File: config.mk
export PLATFORM = sky130hd
export DESIGN_NAME = dbnc_sync
export DESIGN_NICKNAME = d
export VERILOG_FILES = /design/src/rtl/dbnc_sync.sv
export SDC_FILE = /design/constraint.sdc
export NUM_CORES = 1
export LEC_CHECK = 0
export ABC_AREA = 1
export CORE_MARGIN = 2
export CORE_UTILIZATION = 60
export DETAILED_ROUTE_END_ITERATION = 6
export GPL_ROUTABILITY_DRIVEN = 0
export MAX_ROUTING_LAYER = met4
export PLACE_DENSITY = 0.78
export SLEW_MARGIN = 20
export SYNTH_ARGS = -nofsm -noshare
export SYNTH_HDL_FRONTEND = slang
export SYNTH_SLANG_ARGS = --single-unit
File: constraint.sdc
create_clock -name clk -period 2.4 [get_ports clk]
set_clock_uncertainty 0.05 [all_clocks]
set_input_delay 0.24 -clock clk [delete_from_list [all_inputs] [get_ports clk]]
set_output_delay 0.24 -clock clk [all_outputs]
set_load 0.005 [all_outputs]
File: src/rtl/dbnc_sync.sv
// dbnc_sync: two-flop synchronizer followed by a per-channel stable-count
// debounce filter. Drives clean levels plus one-cycle rise/fall pulses.
module dbnc_sync #(
  parameter int NCH    = 3,
  parameter int STABLE = 50000,
  parameter int CNT_W  = 16
) (
  input  logic           clk,
  input  logic           resetn,
  input  logic [NCH-1:0] raw_in,
  output logic [NCH-1:0] lvl_out,
  output logic [NCH-1:0] rise_out,
  output logic [NCH-1:0] fall_out,
  output logic           ready
);

  typedef enum logic [1:0] {
    INIT0 = 2'd0,
    INIT1 = 2'd1,
    RUN   = 2'd2
  } state_t;

  // Count value on which the level is allowed to change.
  localparam logic [CNT_W-1:0] CNT_LAST = CNT_W'(STABLE - 1);

  state_t         state;
  logic [NCH-1:0] s1;
  logic [NCH-1:0] s2;

  // Two-flop synchronizer bringing the raw inputs into the clk domain.
  always_ff @(posedge clk) begin
    if (!resetn) begin
      s1 <= '0;
      s2 <= '0;
    end else begin
      s1 <= raw_in;
      s2 <= s1;
    end
  end

  // Global init sequencer: two settle cycles, then filtering runs until reset.
  always_ff @(posedge clk) begin
    if (!resetn) begin
      state <= INIT0;
      ready <= 1'b0;
    end else begin
      case (state)
        INIT0:   state <= INIT1;
        INIT1: begin
          state <= RUN;
          ready <= 1'b1;
        end
        RUN:     state <= RUN;
        default: state <= INIT0;
      endcase
    end
  end

  genvar gi;
  generate
    for (gi = 0; gi < NCH; gi = gi + 1) begin : g_ch
      logic [CNT_W-1:0] cnt;
      logic             lvl;
      logic             rise;
      logic             fall;

      // Stable-count filter: a level change needs STABLE consecutive
      // disagreeing samples; one agreeing sample restarts the count.
      always_ff @(posedge clk) begin
        if (!resetn) begin
          cnt  <= '0;
          lvl  <= 1'b0;
          rise <= 1'b0;
          fall <= 1'b0;
        end else begin
          rise <= 1'b0;
          fall <= 1'b0;
          if (state == INIT1) begin
            // s2 still holds its reset zero on this edge, so the initial
            // level is taken from the first stage, which already carries
            // the input seen after reset release. No pulse on this load.
            lvl <= s1[gi];
            cnt <= '0;
          end else if (state == RUN) begin
            if (s2[gi] == lvl) begin
              cnt <= '0;
            end else if (cnt == CNT_LAST) begin
              lvl  <= s2[gi];
              cnt  <= '0;
              rise <= s2[gi];
              fall <= ~s2[gi];
            end else begin
              cnt <= cnt + CNT_W'(1);
            end
          end
        end
      end

      assign lvl_out[gi]  = lvl;
      assign rise_out[gi] = rise;
      assign fall_out[gi] = fall;
    end
  endgenerate

endmodule

======== Word-level counts from Yosys, hierarchy flattened ========
Index checks and enable logic that the tools add are counted.
operators by class
  add/sub/neg operators ................... 3
  eq/ne operators ......................... 11
  mux-type cells .......................... 19
  bitwise logic cells ..................... 8
  reductions and logical operators ........ 13
operator list
  operator               count
  $mux 16                6
  $add 16x1->16 const B  3
  $eq 16x16->1 const B   3
  $reduce_or 5->1        3
  $mux 1                 12
  $reduce_and 3->1       3
  $not 1->1              8
  $reduce_bool 2->1      4
  $ne 2x2->1 const B     3
  $pmux 2 s2             1
  $reduce_or 2->1        2
  $eq 1x1->1             3
  $eq 2x1->1 const B     1
  $eq 2x2->1 const B     1
  $logic_not 2->1        1
word-level totals
  register bits ........................... 66
  bits of input ports ..................... 5

======== Longest topological paths before layout ========
Gate-level depths: netlist of run 1.
  depth after elaboration ................. 5
  depth in mapped cells ................... 10
  depth with buffers taken out ............ 10

======== Worst setup path before layout of run 1 ========
OpenSTA, ideal clock, no wires.
  kind .................................... reg-to-reg
  start point ............................. register g_ch[1].cnt[0]
  end point ............................... register g_ch[1].cnt[7]
  setup time .............................. 0.115 ns
  data arrival time ....................... 1.298 ns
  setup slack ............................. 0.937 ns
  stages on the path, launching flop included .. 10
  period minus slack after synthesis ...... 1.463 ns
  cells stage by stage .................... dfxtp_1 ha_1 nand3_2 nor2_2 nand2_2 nand2_2 nand2_4 nand2_4 buf_6 nor2_1
between the ends
  longest elaborated chain between the ends .. 3
  elaborated cells between the ends (all ways) .. 4
  classes of those cells .................. add/sub: 1; eq/ne: 1; mux: 2
ends and longest elaborated chain
  what                                                  line    text
  from (decl)                                           62      logic [CNT_W-1:0] cnt;
  from (signal assigned)                                93      cnt <= cnt + CNT_W'(1);
  $add 16x1->16 / $eq 16x16->1 (equally long branches)  93, 87
  $mux 16 *                                             87      end else if (cnt == CNT_LAST) begin
  $mux 16 *                                             85      if (s2[gi] == lvl) begin
Every way passes the cells marked *; elsewhere a longest branch is shown, timed or not.
A chain may end at the register's enable or synchronous reset.

======== Worst setup path after layout of run 1 ========
  start point ............................. register state[0]
  end point ............................... register g_ch[2].cnt[15]
between the ends
  longest elaborated chain between the ends .. 2
  elaborated cells between the ends (all ways) .. 3
  classes of those cells .................. eq/ne: 2; reduce/logical: 1
ends and longest elaborated chain
  what                              line  text
  from (decl)                       26    state_t state;
  from (signal assigned)            44    state <= INIT0;
  from (signal assigned)            48    INIT0: state <= INIT1;
  from (signal assigned)            50    state <= RUN;
  $eq 2x1->1                        78    if (state == INIT1) begin
  $reduce_or 2->1 (no source line)  -
  to (signal assigned)              93
  to (decl)                         62
Several ways; a longest one is shown, not always the timed one.

==> results.md, run 1 <==
* Result of the run: finished clean
* Initial Utilization at 62.7%
* Post-layout min period at 1.75 ns
* Kind of critical path: reg -> reg
* Share of cells above drive strength 1 at 12.1%
* Standard cell core area at 0.00554 mm^2
* Drt drc at 0
* Antenna fix cells at 0
* Hold bufs inserted after CTS at 0
* Global-route wire length before repair at 12.5 mm
* Number of nets in the final layout at around 510
* Switching power as a share of total power at roughly a quarter
* Unrepaired setup endpoints after global routing: no
* Required time reported for the critical path endpoint at 2.59 ns
* Count of distinct cell types in the synthesized netlist at 34
* Antenna Violating Nets Remaining at 0
* Endpoints failing setup at 0
* Internal power contribution at 0.00193 W
* Cells taking the most area after synthesis: sky130_fd_sc_hd__dfxtp_1 38%, sky130_fd_sc_hd__nand2_1 11%, sky130_fd_sc_hd__nor2_1 8.8%
* Transition at the pin with the smallest max-transition slack at 0.426 ns
* Number of sinks driven by the clock tree at 66
* Total die area at 0.00641 mm^2
* LEAKAGE at 1.51 nW
* Multi-input gate area at 0.00177 mm^2
* Maximum Capacitance Violations at 0
* Number of DRC markers in iteration 0 at ~120
* # rows at 27
* Cell area after synthesis at 0.00347 mm^2
* Total power consumption of the routed design at between 0.002 and 0.003 W
* Global-route total usage across every layer at between 20% and 30%
* Psw at just under 0.0007 W
* Post-CTS setup buffer count at 0
* I/O pin count at 15
* Horizontal extent of the die at 80.1 um
* Final hold violation count at 0
* Endpoint type of the worst setup path: flip-flop
* Final setup TNS at 0 ns
* Sequential cell area at roughly 0.0013 mm^2
* Number of warnings printed during yosys synthesis at 0
* Proportion of power drawn by the clock network at 43.2%
* DP HPWL at 5.13 mm
* Area delta synth->final at 9.80%
* Total CTS buffers at 9
* Kind of path behind the tightest hold check: in -> reg
* CTS tree: yes
* Combinational cell fraction of total power at approximately an eighth
* Buffers added on ports at 14
* Routed len/inst at 12.2 um
* Root cell of the clock tree: sky130_fd_sc_hd__clkbuf_8
* Number of max-slew violations in the final report at 0
* Register area share after synthesis at between 30% and 40%
* Seq pwr share at 43.9%
* H-tree levels at 3
* Via count of the routed design at between 3000 and 4000
* Mapped Nets at between 500 and 600
* Total of flip-flops plus latches after synthesis at 66
* Count of mapped cells out of synthesis at 493
* Power density over the cells at 687 mW/mm^2
* Number of vias per cell after detailed routing at 5.19
* Maximum operating frequency at 570 MHz
* Final Routed Wirelength at 7.03 mm
* DIE HEIGHT at 80.1 um
* Initial antenna violation count at 0
* Grt ovf at 0
* Pre-antenna DRT Iters at 4
* Max_slew headroom at 71.3%
* Critical path fanouts, max at 26
* Clock transition at path regs at about 0.07 ns
* Critical path arrival at roughly 2 ns
* Final cycle utilization of the critical path at between 70% and 80%
* Proportion of netlist area held by the largest area contributor at a little under two fifths
* Maximum number of buffers from clock root to sink at 2
* Average footprint of a synthesized cell at roughly 7.0 um^2
* Clock network latency to the later pin of the worst-skew pair at ~0.35 ns
* Maximum ir drop on the vdd rail at 519 uV
* Top cell type by total area after synthesis: sky130_fd_sc_hd__dfxtp_1
* Largest net degree at the start of global routing at 27
* Crit path launch type: flip-flop
* CTS-repair resized insts at 0
* Number of filler instances in the final layout at roughly 520
* Number of global-route vias before repair at between 2000 and 3000
==> worst max-delay path, stage by stage, from the launching register on <==
cell and delay (ns):
sky130_fd_sc_hd__dfxtp_1 0.32, sky130_fd_sc_hd__inv_1 0.07, sky130_fd_sc_hd__ha_1 0.26, sky130_fd_sc_hd__buf_4 0.34, sky130_fd_sc_hd__nand3_1 0.15, sky130_fd_sc_hd__nor2_1 0.12, sky130_fd_sc_hd__nand3_1 0.10, sky130_fd_sc_hd__xor2_1 0.19
sky130_fd_sc_hd__nor2_2 0.04
==> routing by layer <==
layer	up-vias	GRT usage (%)	wire, um
met5	-	-	0
met4	0	8.31	131
li1	1554	-	-
met2	73	42.0	3420
met1	1361	29.6	3170
met3	13	7.64	309
==> final cells by class <==
type,instances,share of cell area (%)
clock buffers,9,3.25
well taps,72,2.36
inverters,60,5.91
repair buffers,17,4.27
flip-flops and latches,66,34.7
multi-input cells,347,46.5
clock inverters,7,3.09
==> per-stage QoR <==
stage          hold WS [ns]  util (%)  cells  instance area [um^2]  setup WS, ns
6_report              0.359      68.8    578                  3810         0.647
5_1_grt               0.398      68.8    578                  3810         0.397
4_1_cts               0.354      68.8    578                  3810         0.637
3_5_place_dp          0.375      64.5    562                  3570         0.655
3_3_place_gp          0.371      64.5    562                  3570         0.699
2_1_floorplan         0.288         -    493                  3470         0.937
==> synth_stat cells <==
master	count
sky130_fd_sc_hd__a21oi_1	15
sky130_fd_sc_hd__a31oi_1	1
sky130_fd_sc_hd__and3_1	2
sky130_fd_sc_hd__buf_12	1
sky130_fd_sc_hd__buf_2	5
sky130_fd_sc_hd__buf_4	9
sky130_fd_sc_hd__buf_6	3
sky130_fd_sc_hd__clkbuf_1	2
sky130_fd_sc_hd__dfxtp_1	66
sky130_fd_sc_hd__ha_1	6
sky130_fd_sc_hd__inv_1	56
sky130_fd_sc_hd__inv_2	4
sky130_fd_sc_hd__nand2_1	101
sky130_fd_sc_hd__nand2_2	7
sky130_fd_sc_hd__nand2_4	4
sky130_fd_sc_hd__nand3_1	34
sky130_fd_sc_hd__nand3_2	1
sky130_fd_sc_hd__nand4_1	15
sky130_fd_sc_hd__nor2_1	81
sky130_fd_sc_hd__nor2_2	19
sky130_fd_sc_hd__nor2_4	2
sky130_fd_sc_hd__nor3_1	15
sky130_fd_sc_hd__nor3_2	1
sky130_fd_sc_hd__nor3_4	1
sky130_fd_sc_hd__nor3b_1	1
sky130_fd_sc_hd__nor4_1	1
sky130_fd_sc_hd__o21ai_0	12
sky130_fd_sc_hd__o21ai_1	1
sky130_fd_sc_hd__o21bai_1	1
sky130_fd_sc_hd__or2_0	1
sky130_fd_sc_hd__or2_2	2
sky130_fd_sc_hd__xnor2_1	7
sky130_fd_sc_hd__xor2_1	15
sky130_fd_sc_hd__xor2_2	1
==> power by group through the flow <==
stage,combinational [W],clock (W),sequential (W)
after detailed placement,0.000336,0,0.00117
after floorplan,0.000285,0,0.00117
after global routing,0.000378,0.00120,0.00115
final,0.000337,0.00113,0.00115
after CTS,0.000338,0.00115,0.00115
after global placement,0.000329,0,0.00117
==> cell usage in the layout, fill, tap and decap left out, types with 2 or more instances in the layout <==
cell / count
sky130_fd_sc_hd__nand2_1: 101
sky130_fd_sc_hd__nor2_1: 81
sky130_fd_sc_hd__dfxtp_1: 66
sky130_fd_sc_hd__inv_1: 56
sky130_fd_sc_hd__nand3_1: 34
sky130_fd_sc_hd__nor2_2: 19
sky130_fd_sc_hd__nor3_1: 15
sky130_fd_sc_hd__nand4_1: 15
sky130_fd_sc_hd__xor2_1: 15
sky130_fd_sc_hd__a21oi_1: 15
sky130_fd_sc_hd__clkdlybuf4s50_1: 14
sky130_fd_sc_hd__o21ai_0: 12
sky130_fd_sc_hd__clkbuf_8: 9
sky130_fd_sc_hd__nand2_2: 7
sky130_fd_sc_hd__xnor2_1: 7
sky130_fd_sc_hd__ha_1: 6
sky130_fd_sc_hd__inv_2: 4
sky130_fd_sc_hd__nand2_4: 4
sky130_fd_sc_hd__bufinv_16: 3
sky130_fd_sc_hd__buf_4: 3
sky130_fd_sc_hd__nor2_4: 2
sky130_fd_sc_hd__or2_2: 2
sky130_fd_sc_hd__and3_1: 2
sky130_fd_sc_hd__clkinv_4: 2
sky130_fd_sc_hd__clkinv_2: 2
==> kinds of logic after synthesis <==
family / Yosys count / share of synthesized area [%]
AO/OA/AOI/OAI: 30 / 4.43
XOR/XNOR: 23 / 6.02
adder cells (fa/ha/maj): 6 / 2.16
buffers and inverters: 80 / 10.9
flip-flops: 66 / 38.1
AND/OR/NAND/NOR: 288 / 38.4
==> final timing paths <==
kind                            start                            to  slack, ns  cells after the start
setup / recovery  state[0]$_SDFF_PN0_  g_ch[2].cnt[15]$_SDFFE_PP0N_       0.65                      8
hold / removal              raw_in[1]              s1[1]$_SDFF_PN0_       0.36                      3
setup reg to reg  state[0]$_SDFF_PN0_  g_ch[2].cnt[15]$_SDFFE_PP0N_       0.65                      8
hold reg to reg      s1[1]$_SDFF_PN0_              s2[1]$_SDFF_PN0_       0.39                      2
==> flip-flops by register name, summed over array words and instances (netlist names) <==
name / count
g_ch.cnt: 48
g_ch.fall: 3
g_ch.lvl: 3
g_ch.rise: 3
s1: 3
s2: 3
state: 2
ready: 1
No activity file was read; power rests on OpenSTA's default activity.
==> run 2, diff against run 1 <==
Clock period 2.4 ns to 1.83 ns, I/O delays scaled along.
==> run 2 against run 1 <==
Against the previous run: wire length grew 3.9%; combinational power grew 43%; clock power rose by 35%; power grew 35%; flip-flop and latch count unchanged; fmax up 4.0%.
==> results.md, run 2 (synthesis gave the netlist of run 1 again) <==
* Initial Utilization at 62.7% (unchanged)
* Required time reported for the critical path endpoint at 2.02 ns (-0.57 ns)
* Maximum Capacitance Violations at 0 (unchanged)
* Area delta synth->final at 11.6%
* Final hold violation count at 0 (unchanged)
* Post-route worst setup slack at 0.144 ns (-0.502 ns)
* Pre-antenna DRT Iters at 6 (+2)
* Post-layout min period at 1.69 ns (-0.0679 ns)
* Critical path arrival at 1.88 ns (-0.07 ns)
* DIE HEIGHT at 80.1 um (unchanged)
* Critical path fanouts, max at 9 (-65%)
* Final cycle utilization of the critical path at 92.1% (+19 points)
* Number of sinks driven by the clock tree at 66 (unchanged)
* Number of global-route vias before repair at 2834 (-2.5%)
* Final setup TNS at 0 ns (unchanged)
* Antenna fix cells at 0 (unchanged)
* Power density over the cells at 910 mW/mm^2 (+32%)
* Hold depth at 3 (unchanged)
* Horizontal extent of the die at 80.1 um (unchanged)
* Unrepaired setup endpoints after global routing: no
* Hold bufs inserted after CTS at 0 (unchanged)
* Most flop-heavy register: g_ch.cnt
* Crit path launch type: flip-flop
* Drt drc at 0 (unchanged)
* H-tree levels at 3 (unchanged)
* Share of cells above drive strength 1 at 14.1% (+2.0 points)
* Final hold slack at 0.305 ns (-0.0547 ns)
* Maximum ir drop on the vdd rail at 995 uV (+92%)
* Total die area at 0.00641 mm^2 (unchanged)
* Final Routed Wirelength at 7.31 mm (+3.9%)
* Number of vias per cell after detailed routing at 5.22 (+0.60%)
* Endpoints failing setup at 0 (unchanged)
* LEAKAGE at 1.52 nW (+1.2%)
* Standard cell core area at 0.00554 mm^2 (unchanged)
* Largest net degree at the start of global routing at 16 (-41%)
* Number of DRC markers in iteration 0 at 211 (+80%)
* Clock transition at path regs at 0.08 ns (about the same)
* Global-route wire length before repair at 12.5 mm (about the same)
* Grt ovf at 0 (unchanged)
* Flip-flop count of the largest register after layout at 48 (unchanged)
* Root cell of the clock tree: sky130_fd_sc_hd__clkbuf_8
* Commonest cells after routing, fill and taps aside: 101 x sky130_fd_sc_hd__nand2_1, 78 x sky130_fd_sc_hd__nor2_1, 66 x sky130_fd_sc_hd__dfxtp_1
* Kind of path behind the tightest hold check: in -> reg
* Clock network latency to the later pin of the worst-skew pair at 0.35 ns (about the same)
* Via count of the routed design at 3045 (+1.5%)
* Maximum number of buffers from clock root to sink at 2 (unchanged)
* Buffers added on ports at 14 (unchanged)
* Maximum operating frequency at 593 MHz (+4.0%)
* Transition at the pin with the smallest max-transition slack at 0.429 ns (+0.00341 ns)
* Number of max-slew violations in the final report at 0 (unchanged)
* DP HPWL at 5.24 mm (+2.2%)
* Initial antenna violation count at 0 (unchanged)
* Kind of critical path: reg -> reg
* Total CTS buffers at 9 (unchanged)
* Routed len/inst at 12.5 um (+3.0%)
* CTS tree: yes
* I/O pin count at 15 (unchanged)
* Most common cell after layout, fill and taps aside: sky130_fd_sc_hd__nand2_1
* Number of nets in the final layout at 517 (+0.98%)
* Max_slew headroom at 71.1% (-0.23 points)
* Worst R2R Path Depth at 10 (+2)
* Antenna Violating Nets Remaining at 0 (unchanged)
* Number of filler instances in the final layout at 475 (-8.3%)
* Worst setup timing slack at the placement stage at 0.148 ns (-0.506 ns)
* Endpoint type of the worst setup path: flip-flop
* Global-route total usage across every layer at 25.8% (+0.38 points)
* Result of the run: finished clean
* # rows at 27 (unchanged)
run 2: cell types whose count changed in the layout (fill, tap and decap cells not counted):
cell	previous run	this run
sky130_fd_sc_hd__nor3_1	15	14
sky130_fd_sc_hd__clkinv_4	2	1
sky130_fd_sc_hd__ha_1	6	4
sky130_fd_sc_hd__inv_6	0	2
sky130_fd_sc_hd__clkinvlp_4	0	1
sky130_fd_sc_hd__nor2_2	19	22
sky130_fd_sc_hd__buf_4	3	8
sky130_fd_sc_hd__ha_2	0	2
sky130_fd_sc_hd__clkinv_2	2	0
sky130_fd_sc_hd__nor3_2	1	2
sky130_fd_sc_hd__nor2_1	81	78
run 2: area by class of cell:
cell class / count / area (um^2) / area share (%)
Clock buffer: 9 / 124 / 3.20
Clock inverter: 7 / 124 / 3.20
Inverter: 60 / 225 / 5.81
Multi-Input combinational cell: 347 / 1790 / 46.2
Sequential cell: 66 / 1320 / 34.1
Tap cell: 72 / 90.1 / 2.33
Timing Repair Buffer: 22 / 200 / 5.17
run 2: timing repair:
item | 4_1_cts | 5_1_grt
buffers inserted | 0 | 0
endpoints found under the setup margin | 0 | 12
gates resized for setup | 0 | 6
run 2: final timing paths:
| path | from | endpoint | slack, ns |
|---|---|---|---|
| worst max-delay path | g_ch[0].cnt[0]$_SDFFE_PP0N_ | g_ch[0].cnt[2]$_SDFFE_PP0N_ | 0.14 |
| worst min-delay path | raw_in[2] | s1[2]$_SDFF_PN0_ | 0.30 |
| worst max register to register | g_ch[0].cnt[0]$_SDFFE_PP0N_ | g_ch[0].cnt[2]$_SDFFE_PP0N_ | 0.14 |
| worst min register to register | s1[1]$_SDFF_PN0_ | s2[1]$_SDFF_PN0_ | 0.39 |
run 2: worst max-delay path: stages, from the launching register on:
cell,delay (ns)
sky130_fd_sc_hd__dfxtp_1,0.40
sky130_fd_sc_hd__ha_2,0.23
sky130_fd_sc_hd__nand2_1,0.10
sky130_fd_sc_hd__inv_1,0.07
sky130_fd_sc_hd__nand2_1,0.06
sky130_fd_sc_hd__nor2_2,0.15
sky130_fd_sc_hd__nand2_1,0.07
sky130_fd_sc_hd__nand2_1,0.12
sky130_fd_sc_hd__nand2_2,0.13
sky130_fd_sc_hd__nand2_4,0.14
sky130_fd_sc_hd__nor3_1,0.06
run 2: per-layer routing:
metal	up-vias	global-route usage (%)	share of wire, %
met2	102	41.6	49
li1	1564	-	-
met1	1359	29.4	44
met4	0	10.7	2.2
met5	-	-	0
met3	20	8.65	5.6
run 2: through the flow:
step                      instance area (um^2)  power, W  cells  utilization [%]
after floorplan                           3470   0.00191    493                -
after global placement                    3610   0.00200    567             65.1
after detailed placement                  3610   0.00202    567             65.1
after CTS                                 3860   0.00354    583             69.6
after global routing                      3870   0.00367    583             69.9
final                                     3870   0.00352    583             69.9
run 2: report_power, final:
group,total (W),leakage [nW],switching (W),internal (W)
Sequential,0.00151,0.534,0.0000330,0.00147
Combinational,0.000483,0.868,0.000309,0.000174
Clock,0.00153,0.120,0.000617,0.000916
